[src/rtl/sddr_phy_pkg.sv]
// Shared types, constants and the latency clamp used by the SDDR PHY burst sequencer.
package sddr_phy_pkg;

  localparam int SDDR_DATA_BITS = 16;
  localparam int SDDR_MAX_LAT   = 15;
  localparam int LAT_BITS       = $clog2(SDDR_MAX_LAT + 1);

  typedef logic [2*SDDR_DATA_BITS-1:0] sddr_pair_t;

  typedef logic [2:0] sddr_burst_state_t;
  localparam sddr_burst_state_t ST_IDLE   = 3'd0;
  localparam sddr_burst_state_t ST_W_LAT  = 3'd1;
  localparam sddr_burst_state_t ST_W_PRE  = 3'd2;
  localparam sddr_burst_state_t ST_W_DATA = 3'd3;
  localparam sddr_burst_state_t ST_W_POST = 3'd4;
  localparam sddr_burst_state_t ST_R_LAT  = 3'd5;
  localparam sddr_burst_state_t ST_R_DATA = 3'd6;
  localparam sddr_burst_state_t ST_GAP    = 3'd7;

  // Raw value carries one extra bit so cl + rd_delay cannot wrap before saturation.
  function automatic logic [LAT_BITS-1:0] clamp_lat(input logic [LAT_BITS:0] raw,
                                                     input logic [LAT_BITS:0] lo,
                                                     input logic [LAT_BITS:0] hi);
    logic [LAT_BITS:0] v;
    v = raw;
    if (v < lo) v = lo;
    if (v > hi) v = hi;
    return v[LAT_BITS-1:0];
  endfunction

endpackage

[src/rtl/sddr_lat_counter.sv]
// Loadable down-counter with a zero flag; times the latency and bus-turnaround phases.
module sddr_lat_counter
  import sddr_phy_pkg::*;
#(
  parameter int WIDTH = LAT_BITS
) (
  input  logic             clk,
  input  logic             rst,
  input  logic             load_i,
  input  logic [WIDTH-1:0] load_val_i,
  input  logic             dec_i,
  output logic             zero_o
);

  logic [WIDTH-1:0] cnt_q;
  logic [WIDTH-1:0] cnt_d;

  // Load has priority; the count parks at zero rather than wrapping.
  always_comb begin
    cnt_d = cnt_q;
    if (load_i) begin
      cnt_d = load_val_i;
    end else if (dec_i && (cnt_q != '0)) begin
      cnt_d = cnt_q - WIDTH'(1);
    end
  end

  always_ff @(posedge clk) begin
    if (rst) begin
      cnt_q <= '0;
    end else begin
      cnt_q <= cnt_d;
    end
  end

  assign zero_o = (cnt_q == '0);

endmodule

[src/rtl/sddr_phy_burst_seq.sv]
// PHY-side burst sequencer: counts CWL/CL itself and frames DQ/DQS enables, write requests and read capture.
module sddr_phy_burst_seq
  import sddr_phy_pkg::*;
#(
  parameter int DATA_BITS  = SDDR_DATA_BITS,
  parameter int BURST_LEN  = 8,
  parameter int MAX_LAT    = SDDR_MAX_LAT,
  parameter int GAP_CYCLES = 2
) (
  input  logic                   in_ddr_clock_i,
  input  logic                   in_phy_reset_i,
  input  logic [LAT_BITS-1:0]    cfg_cwl_i,
  input  logic [LAT_BITS-1:0]    cfg_cl_i,
  input  logic [LAT_BITS-1:0]    cfg_rd_delay_i,
  input  logic                   cmd_valid_i,
  input  logic                   cmd_write_i,
  output logic                   cmd_ready_o,
  output logic                   wr_data_req_o,
  input  logic [2*DATA_BITS-1:0] ctl_dq_i,
  output logic                   rd_valid_o,
  output logic                   rd_last_o,
  output logic [2*DATA_BITS-1:0] rd_data_o,
  output logic [2*DATA_BITS-1:0] phy_dq_o,
  output logic                   phy_dq_oe_o,
  output logic                   phy_dqs_oe_o,
  output logic                   phy_dqs_pre_o,
  input  logic [2*DATA_BITS-1:0] phy_dq_i
);

  localparam int PAIR_BITS = 2 * DATA_BITS;
  localparam int BEATS     = BURST_LEN / 2;
  localparam int BEAT_BITS = $clog2(BEATS + 1);
  localparam int GAP_BITS  = (GAP_CYCLES > 1) ? $clog2(GAP_CYCLES) : 1;
  localparam int CNT_BITS  = (LAT_BITS > GAP_BITS) ? LAT_BITS : GAP_BITS;

  localparam logic [BEAT_BITS-1:0] LAST_BEAT = BEAT_BITS'(BEATS - 1);
  localparam logic [CNT_BITS-1:0]  GAP_LOAD  = CNT_BITS'((GAP_CYCLES > 0) ? GAP_CYCLES - 1 : 0);
  localparam logic [LAT_BITS:0]    LAT_MAX_W = (LAT_BITS + 1)'(MAX_LAT);

  sddr_burst_state_t    state_q, state_d;
  logic [BEAT_BITS-1:0] beat_q, beat_d;

  logic                 cmd_ready_q, cmd_ready_d;
  logic                 wr_data_req_q, wr_data_req_d;
  logic                 rd_valid_q, rd_valid_d;
  logic                 rd_last_q, rd_last_d;
  logic [PAIR_BITS-1:0] rd_data_q, rd_data_d;
  logic [PAIR_BITS-1:0] phy_dq_q, phy_dq_d;
  logic                 phy_dq_oe_q, phy_dq_oe_d;
  logic                 phy_dqs_oe_q, phy_dqs_oe_d;
  logic                 phy_dqs_pre_q, phy_dqs_pre_d;

  logic                 cnt_load;
  logic [CNT_BITS-1:0]  cnt_load_val;
  logic                 cnt_dec;
  logic                 cnt_zero;
  logic                 enter_gap;

  logic [LAT_BITS-1:0]  cwl_lat;
  logic [LAT_BITS-1:0]  rl_lat;

  assign cwl_lat = clamp_lat({1'b0, cfg_cwl_i}, (LAT_BITS + 1)'(2), LAT_MAX_W);
  assign rl_lat  = clamp_lat({1'b0, cfg_cl_i} + {1'b0, cfg_rd_delay_i},
                             (LAT_BITS + 1)'(1), LAT_MAX_W);

  sddr_lat_counter #(
    .WIDTH(CNT_BITS)
  ) u_lat_counter (
    .clk       (in_ddr_clock_i),
    .rst       (in_phy_reset_i),
    .load_i    (cnt_load),
    .load_val_i(cnt_load_val),
    .dec_i     (cnt_dec),
    .zero_o    (cnt_zero)
  );

  // Write latency loads cwl-2 so W_LAT spans cycles 0..cwl-2; read loads rl so capture starts after cycle rl.
  always_comb begin
    state_d      = state_q;
    beat_d       = beat_q;
    cnt_load     = 1'b0;
    cnt_load_val = '0;
    cnt_dec      = 1'b0;
    enter_gap    = 1'b0;
    case (state_q)
      ST_IDLE: begin
        if (cmd_valid_i && cmd_ready_q) begin
          cnt_load = 1'b1;
          if (cmd_write_i) begin
            state_d      = ST_W_LAT;
            cnt_load_val = CNT_BITS'(cwl_lat) - CNT_BITS'(2);
          end else begin
            state_d      = ST_R_LAT;
            cnt_load_val = CNT_BITS'(rl_lat);
          end
        end
      end
      ST_W_LAT: begin
        if (cnt_zero) state_d = ST_W_PRE;
        else          cnt_dec = 1'b1;
      end
      ST_W_PRE: begin
        state_d = ST_W_DATA;
        beat_d  = '0;
      end
      ST_W_DATA: begin
        if (beat_q == LAST_BEAT) state_d = ST_W_POST;
        else                     beat_d  = beat_q + BEAT_BITS'(1);
      end
      ST_W_POST: begin
        enter_gap = 1'b1;
      end
      ST_R_LAT: begin
        if (cnt_zero) begin
          state_d = ST_R_DATA;
          beat_d  = '0;
        end else begin
          cnt_dec = 1'b1;
        end
      end
      ST_R_DATA: begin
        if (beat_q == LAST_BEAT) enter_gap = 1'b1;
        else                     beat_d    = beat_q + BEAT_BITS'(1);
      end
      ST_GAP: begin
        if (cnt_zero) state_d = ST_IDLE;
        else          cnt_dec = 1'b1;
      end
      default: begin
        state_d = ST_IDLE;
      end
    endcase
    if (enter_gap) begin
      if (GAP_CYCLES == 0) begin
        state_d = ST_IDLE;
      end else begin
        state_d      = ST_GAP;
        cnt_load     = 1'b1;
        cnt_load_val = GAP_LOAD;
      end
    end
  end

  // Outputs are decoded from the next state so every port comes straight off a flop.
  always_comb begin
    cmd_ready_d   = (state_d == ST_IDLE);
    wr_data_req_d = (state_d == ST_W_PRE) || ((state_d == ST_W_DATA) && (beat_d != LAST_BEAT));
    phy_dq_oe_d   = (state_d == ST_W_DATA);
    phy_dqs_oe_d  = (state_d == ST_W_PRE) || (state_d == ST_W_DATA) || (state_d == ST_W_POST);
    phy_dqs_pre_d = (state_d == ST_W_PRE);
    phy_dq_d      = (state_d == ST_W_DATA) ? ctl_dq_i : '0;
    rd_valid_d    = (state_d == ST_R_DATA);
    rd_last_d     = (state_d == ST_R_DATA) && (beat_d == LAST_BEAT);
    rd_data_d     = (state_d == ST_R_DATA) ? phy_dq_i : rd_data_q;
  end

  always_ff @(posedge in_ddr_clock_i) begin
    if (in_phy_reset_i) begin
      state_q       <= ST_IDLE;
      beat_q        <= '0;
      cmd_ready_q   <= 1'b0;
      wr_data_req_q <= 1'b0;
      rd_valid_q    <= 1'b0;
      rd_last_q     <= 1'b0;
      rd_data_q     <= '0;
      phy_dq_q      <= '0;
      phy_dq_oe_q   <= 1'b0;
      phy_dqs_oe_q  <= 1'b0;
      phy_dqs_pre_q <= 1'b0;
    end else begin
      state_q       <= state_d;
      beat_q        <= beat_d;
      cmd_ready_q   <= cmd_ready_d;
      wr_data_req_q <= wr_data_req_d;
      rd_valid_q    <= rd_valid_d;
      rd_last_q     <= rd_last_d;
      rd_data_q     <= rd_data_d;
      phy_dq_q      <= phy_dq_d;
      phy_dq_oe_q   <= phy_dq_oe_d;
      phy_dqs_oe_q  <= phy_dqs_oe_d;
      phy_dqs_pre_q <= phy_dqs_pre_d;
    end
  end

  assign cmd_ready_o   = cmd_ready_q;
  assign wr_data_req_o = wr_data_req_q;
  assign rd_valid_o    = rd_valid_q;
  assign rd_last_o     = rd_last_q;
  assign rd_data_o     = rd_data_q;
  assign phy_dq_o      = phy_dq_q;
  assign phy_dq_oe_o   = phy_dq_oe_q;
  assign phy_dqs_oe_o  = phy_dqs_oe_q;
  assign phy_dqs_pre_o = phy_dqs_pre_q;

endmodule

[config.mk]
export PLATFORM = sky130hd
export DESIGN_NAME = sddr_phy_burst_seq
export DESIGN_NICKNAME = d
export VERILOG_FILES = /design/src/rtl/sddr_phy_pkg.sv /design/src/rtl/sddr_lat_counter.sv /design/src/rtl/sddr_phy_burst_seq.sv
export SDC_FILE = /design/constraint.sdc
export NUM_CORES = 1
export LEC_CHECK = 0
export CAP_MARGIN = 5
export CORE_MARGIN = 2
export CORE_UTILIZATION = 46
export CTS_BUF_LIST = sky130_fd_sc_hd__clkbuf_16
export DETAILED_ROUTE_END_ITERATION = 10
export PLACE_DENSITY = 0.86
export SETUP_SLACK_MARGIN = 0.1
export SYNTH_ARGS = -nofsm -noshare
export SYNTH_HDL_FRONTEND = slang
export SYNTH_SLANG_ARGS = --single-unit
[constraint.sdc]
create_clock -name in_ddr_clock_i -period 4.3 [get_ports in_ddr_clock_i]
set_input_delay 0.43 -clock in_ddr_clock_i [delete_from_list [all_inputs] [get_ports in_ddr_clock_i]]
set_output_delay 0.43 -clock in_ddr_clock_i [all_outputs]
set_load 0.01 [all_outputs]
==> results of run 1 <==
logic make-up (layout without fill, tap and decap cells):
group                    Yosys count  in the layout
AO/OA/AOI/OAI                    104            104
XOR/XNOR                           5              5
adder cells (fa/ha/maj)            8              8
buffers and inverters             68            207
flip-flops                        81             81
multiplexers                       2              2
AND/OR/NAND/NOR                  125            125
area by class of cell:
class                           instances  area (um^2)  share of cell area, %
Clock inverter                          5         57.6                   1.09
Inverter                               42          158                   2.98
Timing Repair Buffer                  151         1510                   28.5
Clock buffer                            9          225                   4.25
Multi-Input combinational cell        244         1600                   30.2
Tap cell                               99          124                   2.34
Sequential cell                        81         1620                   30.6
path summary, 6_finish.rpt:
kind / slack (ns) / to / from
worst min-delay path: 0.48 / rd_data_o[6] / rd_data_o[6]
worst min register to register: 0.48 / rd_data_o[6] / rd_data_o[6]
worst max register to register: 1.23 / phy_dq_o[19] / beat_q[0]
worst max-delay path: 1.23 / phy_dq_o[19] / beat_q[0]
synthesized netlist by cell type (all sizes together) (2+ instances only):
cell    instances  share of area [%]
dfxtp          81                 46
a211oi          2               0.43
ha              7                2.5
nor3            9                1.3
clkbuf         18                2.1
nand3b          2               0.43
o211ai          3               0.64
xor2            3               0.75
buf             8                1.6
o21ai          38                5.4
inv            42                4.5
a21oi          41                5.8
or3            33                5.9
and2           36                6.4
nor2           12                1.3
nand3           5               0.86
nor3b           3               0.64
and3            2               0.50
nand2           7               0.75
nand2b          4               0.71
o31ai           2               0.43
xnor2           2               0.50
nor2b           5               0.96
stage by stage:
step	cells	hold WS (ns)	power (mW)	setup slack, ns
final	631	0.477	2.53	1.23
after global routing	631	0.503	2.67	0.914
after CTS	631	0.477	2.54	1.22
after detailed placement	617	0.469	1.80	1.23
after global placement	617	0.459	1.76	1.36
after floorplan	393	0.471	1.54	2.26
worst reg2reg max path: cells and delay by family, from the launching register on:
family        cells  cell delay [ns]
fa+ha+maj         1             0.28
mux               1             0.33
simple gates      4             1.95
flops             1             0.41
registers in the layout (all words and copies together) (netlist names):
register and count:
phy_dq_o 32, rd_data_o 32, u_lat_counter.cnt_q 4, beat_q 3, state_q 3, cmd_ready_o 1, phy_dq_oe_o 1, phy_dqs_oe_o 1
phy_dqs_pre_o 1, rd_last_o 1, rd_valid_o 1, wr_data_req_o 1
metal layers:
| metal | vias up | part of all wire, % | GRT usage (%) |
|---|---|---|---|
| met5 | - | 0 | 0 |
| met4 | 0 | 3.1 | 10.6 |
| met3 | 24 | 5.3 | 4.90 |
| met2 | 105 | 54 | 41.1 |
| met1 | 1462 | 37 | 23.1 |
| li1 | 1607 | - | - |
power breakdown:
group / total, mW / switching, mW / internal (mW)
clock: 0.736 / 0.292 / 0.444
combinational: 0.869 / 0.479 / 0.390
sequential: 0.923 / 0.0770 / 0.846
==> run metrics, run 1 <==
Slew @ Worst Pin ~0.99 ns; CP Cell Sequence ha_1 > nor2b_1 > mux2i_2 > nand4_4 > nor2b_2 > and2_1; Tcrit/Tclk final between 70% and 80%; Total GRT Usage 22.0%; clk sink count between 80 and 90; Leakage 2.07 nW; worst hold path type reg -> reg; via-per-instance ratio 5.07; total CTS buffers 9; Die W 91.3 um; f_max 325 MHz; TritonRoute pass-1 iters 4; main combinational cell family by area after synthesis simple AND/OR/NAND/NOR gates; Die Area 8340 um^2; H-tree levels 3; Synthesized Nets 481; final setup TNS 0 ns; Die Y between 90 and 100 um; Post-DP HPWL between 6 and 7 mm; CTS tree done; crit path DAT 3.29 ns; max cap viols 0; critical path class reg -> reg; crit-path max FO just over 70; ant diodes 0; clock latency on the worst-skew pair 0.33 ns; Ports 151; number of global-route vias before repair 3195; Max Buffers Root-to-Sink 2; Synth Area in Simple Gates 22.0%; grt ovf 0; Mapped Cells ~390; Adder-Cell Fraction of Synth Area 3.07%; first-pass GRT wire length 14.7 mm; slew margin rel. 33.9%; Worst setup SP type flop; largest net degree at the start of global routing 72; Ys Warns 0; PD cells 477 nW/um^2; setup violators final 0; worst vdd ir 0.351 mV; Hold Buf Count CTS 0; area fraction in compound gates after synthesis 18.5%; status finished clean; Critical Path RT 4.52 ns; post-synthesis async set-or-reset flop share 0%; cts repair resizes 0; Worst-path clk slew 0.06 ns; Fillers a little over 500; initial antenna violation count 0; DR DRC count 0; layout cells sized above 1 4.89%; count of cell types in the netlist between 50 and 60; placeable core area around 7300 um^2; Syn Area/Cell 8.93 um^2; post-synthesis sequential area ratio 46.2%; Synth Area in XOR/XNOR between 1 and 1.5%; Final min period 3.07 ns; crit-path max cell delay 0.61 ns; multiplexer share of the synthesized area less than 1%; CP max stage cell nand4_4; placed inst area 5010 um^2; number of enable flip-flop cells after synthesis 0; Port Buffers 150; #FFs+latches synth 81; postcts setup bufs 0; DR WL/cell 14.7 um; row count 31; final core occ 72.2%; Crit. End Element flop; unrepaired setup endpoints after global routing no; fin. max-slew vios 0; via count 3198; CP Buf/Inv Count 0; R2R depth 6; Antenna Nets Post-Route 0; most common cell after layout, fill and taps aside clkdlybuf4s50_1; Initial Util 47.9%; gpl congestion 0.774; fin area roughly 5300 um^2; Worst path depth 6; CTS Root Cell clkbuf_16; Post-Route WL 9.25 mm; fin nets 617; Fin. Hold Viols 0; worst clock skew 0.00416 ns; Mapped Area 3510 um^2; Hold Crit Depth 2; CP top delay family simple AND/OR/NAND/NOR gates; most frequent cells in the layout clkdlybuf4s50_1, dfxtp_1, inv_1; Synth Flop Type dfxtp_1; 1st-iter DRT viols 88; area grow syn2layout 50.9%
Power figures use the tool's default switching activity.
==> inputs of run 2 (changes only) <==
--- a/config.mk
+++ b/config.mk
@@ -7,10 +7,10 @@
 export LEC_CHECK = 0
 export CAP_MARGIN = 5
 export CORE_MARGIN = 2
-export CORE_UTILIZATION = 46
+export CORE_UTILIZATION = 42
 export CTS_BUF_LIST = sky130_fd_sc_hd__clkbuf_16
 export DETAILED_ROUTE_END_ITERATION = 10
-export PLACE_DENSITY = 0.86
+export PLACE_DENSITY = 0.8
 export SETUP_SLACK_MARGIN = 0.1
 export SYNTH_ARGS = -nofsm -noshare
 export SYNTH_HDL_FRONTEND = slang
==> constraint.sdc (replaced) <==
create_clock -name in_ddr_clock_i -period 3.1 [get_ports in_ddr_clock_i]
set_input_delay 0.31 -clock in_ddr_clock_i [delete_from_list [all_inputs] [get_ports in_ddr_clock_i]]
set_output_delay 0.31 -clock in_ddr_clock_i [all_outputs]
set_load 0.01 [all_outputs]
==> run metrics, run 2 (synthesized netlist as in run 1, its figures left out) <==
status finished clean; most common cell after layout, fill and taps aside clkdlybuf4s50_1; cts repair resizes 0 (unchanged); DR WL/cell 13.8 um (-5.9%); Worst setup SP type flop; dpl cells 626 (+1.5%); worst vdd ir 0.311 mV (-11%); Hold Buf Count CTS 0 (unchanged); row count 33 (+6.5%); Max Buffers Root-to-Sink 2 (unchanged); Slew @ Worst Pin 0.910 ns (-0.0794 ns); ant diodes 0 (unchanged); Fillers 675 (+31%); H-tree levels 3 (unchanged); Initial Util 42.9% (-4.9 points); final setup TNS 0 ns (unchanged); unrepaired setup endpoints after global routing no; RR Endpoint phy_dq_o[11]; critical hold path startpoint rd_data_o[13]; worst hold path type reg -> reg; Ports 151 (unchanged); R2R depth 7 (+1); via-per-instance ratio 4.95 (-2.3%); hold worst-path end rd_data_o[13]; Hold Slack 0.475 ns (-0.00276 ns); largest net degree at the start of global routing 41 (-43%); most frequent cells in the layout clkdlybuf4s50_1, dfxtp_1, inv_1; gpl congestion 0.880 (+14%); via count 3175 (-0.72%); DR DRC count 0 (unchanged); TritonRoute pass-1 iters 4 (unchanged); CTS tree done; placeable core area 8180 um^2 (+12%); total CTS buffers 9 (unchanged); Leakage 2.13 nW (+2.7%); crit-path max FO 33 (-54%); number of global-route vias before repair 2956 (-7.5%); Worst-path clk slew 0.06 ns (about the same); PD cells 704 nW/um^2 (+47%); CTS Root Cell clkbuf_16; critical path class reg -> reg; Post-Layout Cell Count 641 (+1.6%); layout cells sized above 1 5.60% (+0.71 points); Critical Path RT 3.37 ns (-1.15 ns); final core occ 66.3% (-5.9 points); grt ovf 0 (unchanged); Hold Crit Depth 2 (unchanged); Crit. End Element flop; Die W 95.4 um (+4.5%); fin. max-slew vios 0 (unchanged); Post-DP HPWL 6.53 mm (-2.2%); crit path DAT 2.93 ns (-0.36 ns); Port Buffers 150 (unchanged); Antenna Nets Post-Route 0 (unchanged); clock latency on the worst-skew pair 0.33 ns (about the same); Post-Route WL 8.85 mm (-4.4%); Tcrit/Tclk final 85.9% (+14 points); slew margin rel. 39.0% (+5.1 points); clk sink count 81 (unchanged); postcts setup bufs 0 (unchanged); first-pass GRT wire length 13.8 mm (-6.0%); Final min period 2.66 ns (-0.410 ns); Die Y 95.4 um (+4.5%); worst clock skew 0.00584 ns (+0.00168 ns); max cap viols 0 (unchanged); setup violators final 0 (unchanged); RR Startpoint u_lat_counter.cnt_q[0]; initial antenna violation count 0 (unchanged); setup slack, reg-to-reg 0.44 ns (-0.79 ns); f_max 375 MHz (+15%); Die Area 9100 um^2 (+9.1%); fin nets 620 (+0.49%); Fin. Hold Viols 0 (unchanged); 1st-iter DRT viols 129 (+47%); Total GRT Usage 19.5% (-2.5 points); area grow syn2layout 54.4%
==> run 2: cell count changes in the layout (fill, tap and decap cells not counted) <==
cell,previous run,this run
inv_6,1,0
clkinv_2,2,0
inv_8,0,1
bufinv_16,1,4
buf_4,1,3
buf_12,0,1
==> run 2: worst max-delay path, cell delays in order (launching register included) <==
cell and delay, ns:
dfxtp_1 0.34, inv_1 0.08, ha_1 0.20, or3b_1 0.55, o22ai_4 0.22, o2111ai_1 0.22
nor2b_2 0.76, and2_1 0.23
==> run 2: area by class of cell <==
| type | instances | area (um^2) | share of cell area [%] |
|---|---|---|---|
| Timing Repair Buffer | 154 | 1540 | 28.5 |
| Sequential cell | 81 | 1620 | 29.9 |
| Tap cell | 105 | 131 | 2.42 |
| Clock inverter | 6 | 140 | 2.59 |
| Clock buffer | 9 | 225 | 4.16 |
| Multi-Input combinational cell | 244 | 1600 | 29.5 |
| Inverter | 42 | 158 | 2.91 |
==> run 2: worst max-delay path by stage <==
stage	end	from	slack, ns
global route	phy_dq_o[20]	u_lat_counter.cnt_q[0]	0.16
floorplan	rd_data_o[28]	beat_q[0]	1.06
detailed placement	phy_dq_o[11]	u_lat_counter.cnt_q[0]	0.43
CTS	phy_dq_o[11]	u_lat_counter.cnt_q[0]	0.41
global placement	phy_dq_o[21]	u_lat_counter.cnt_q[0]	0.56
finish	phy_dq_o[11]	u_lat_counter.cnt_q[0]	0.44
==> run 2: per-layer routing <==
layer  up-vias  GRT usage (%)  routed length (um)
met2        83           33.0                4520
met5         -              0                   0
met1      1470           23.4                3660
li1       1607              -                   -
met4         0           6.67                 142
met3        15           6.17                 518
==> run 2: power by group <==
part | switching, mW | total, mW | internal (mW) | leakage (nW)
Clock | 0.419 | 1.29 | 0.870 | 0.178
Combinational | 0.668 | 1.24 | 0.575 | 1.30
Sequential | 0.107 | 1.28 | 1.17 | 0.655
Total | 1.19 | 3.81 | 2.62 | 2.13
==> run 2: per-stage QoR <==
stage | instance area (um^2) | power (mW) | worst slack (ns)
CTS | 5420 | 3.85 | 0.413
floorplan | 3510 | 2.14 | 1.06
global route | 5420 | 4.04 | 0.158
finish | 5420 | 3.81 | 0.437
global placement | 5050 | 2.50 | 0.558
detailed placement | 5050 | 2.55 | 0.426
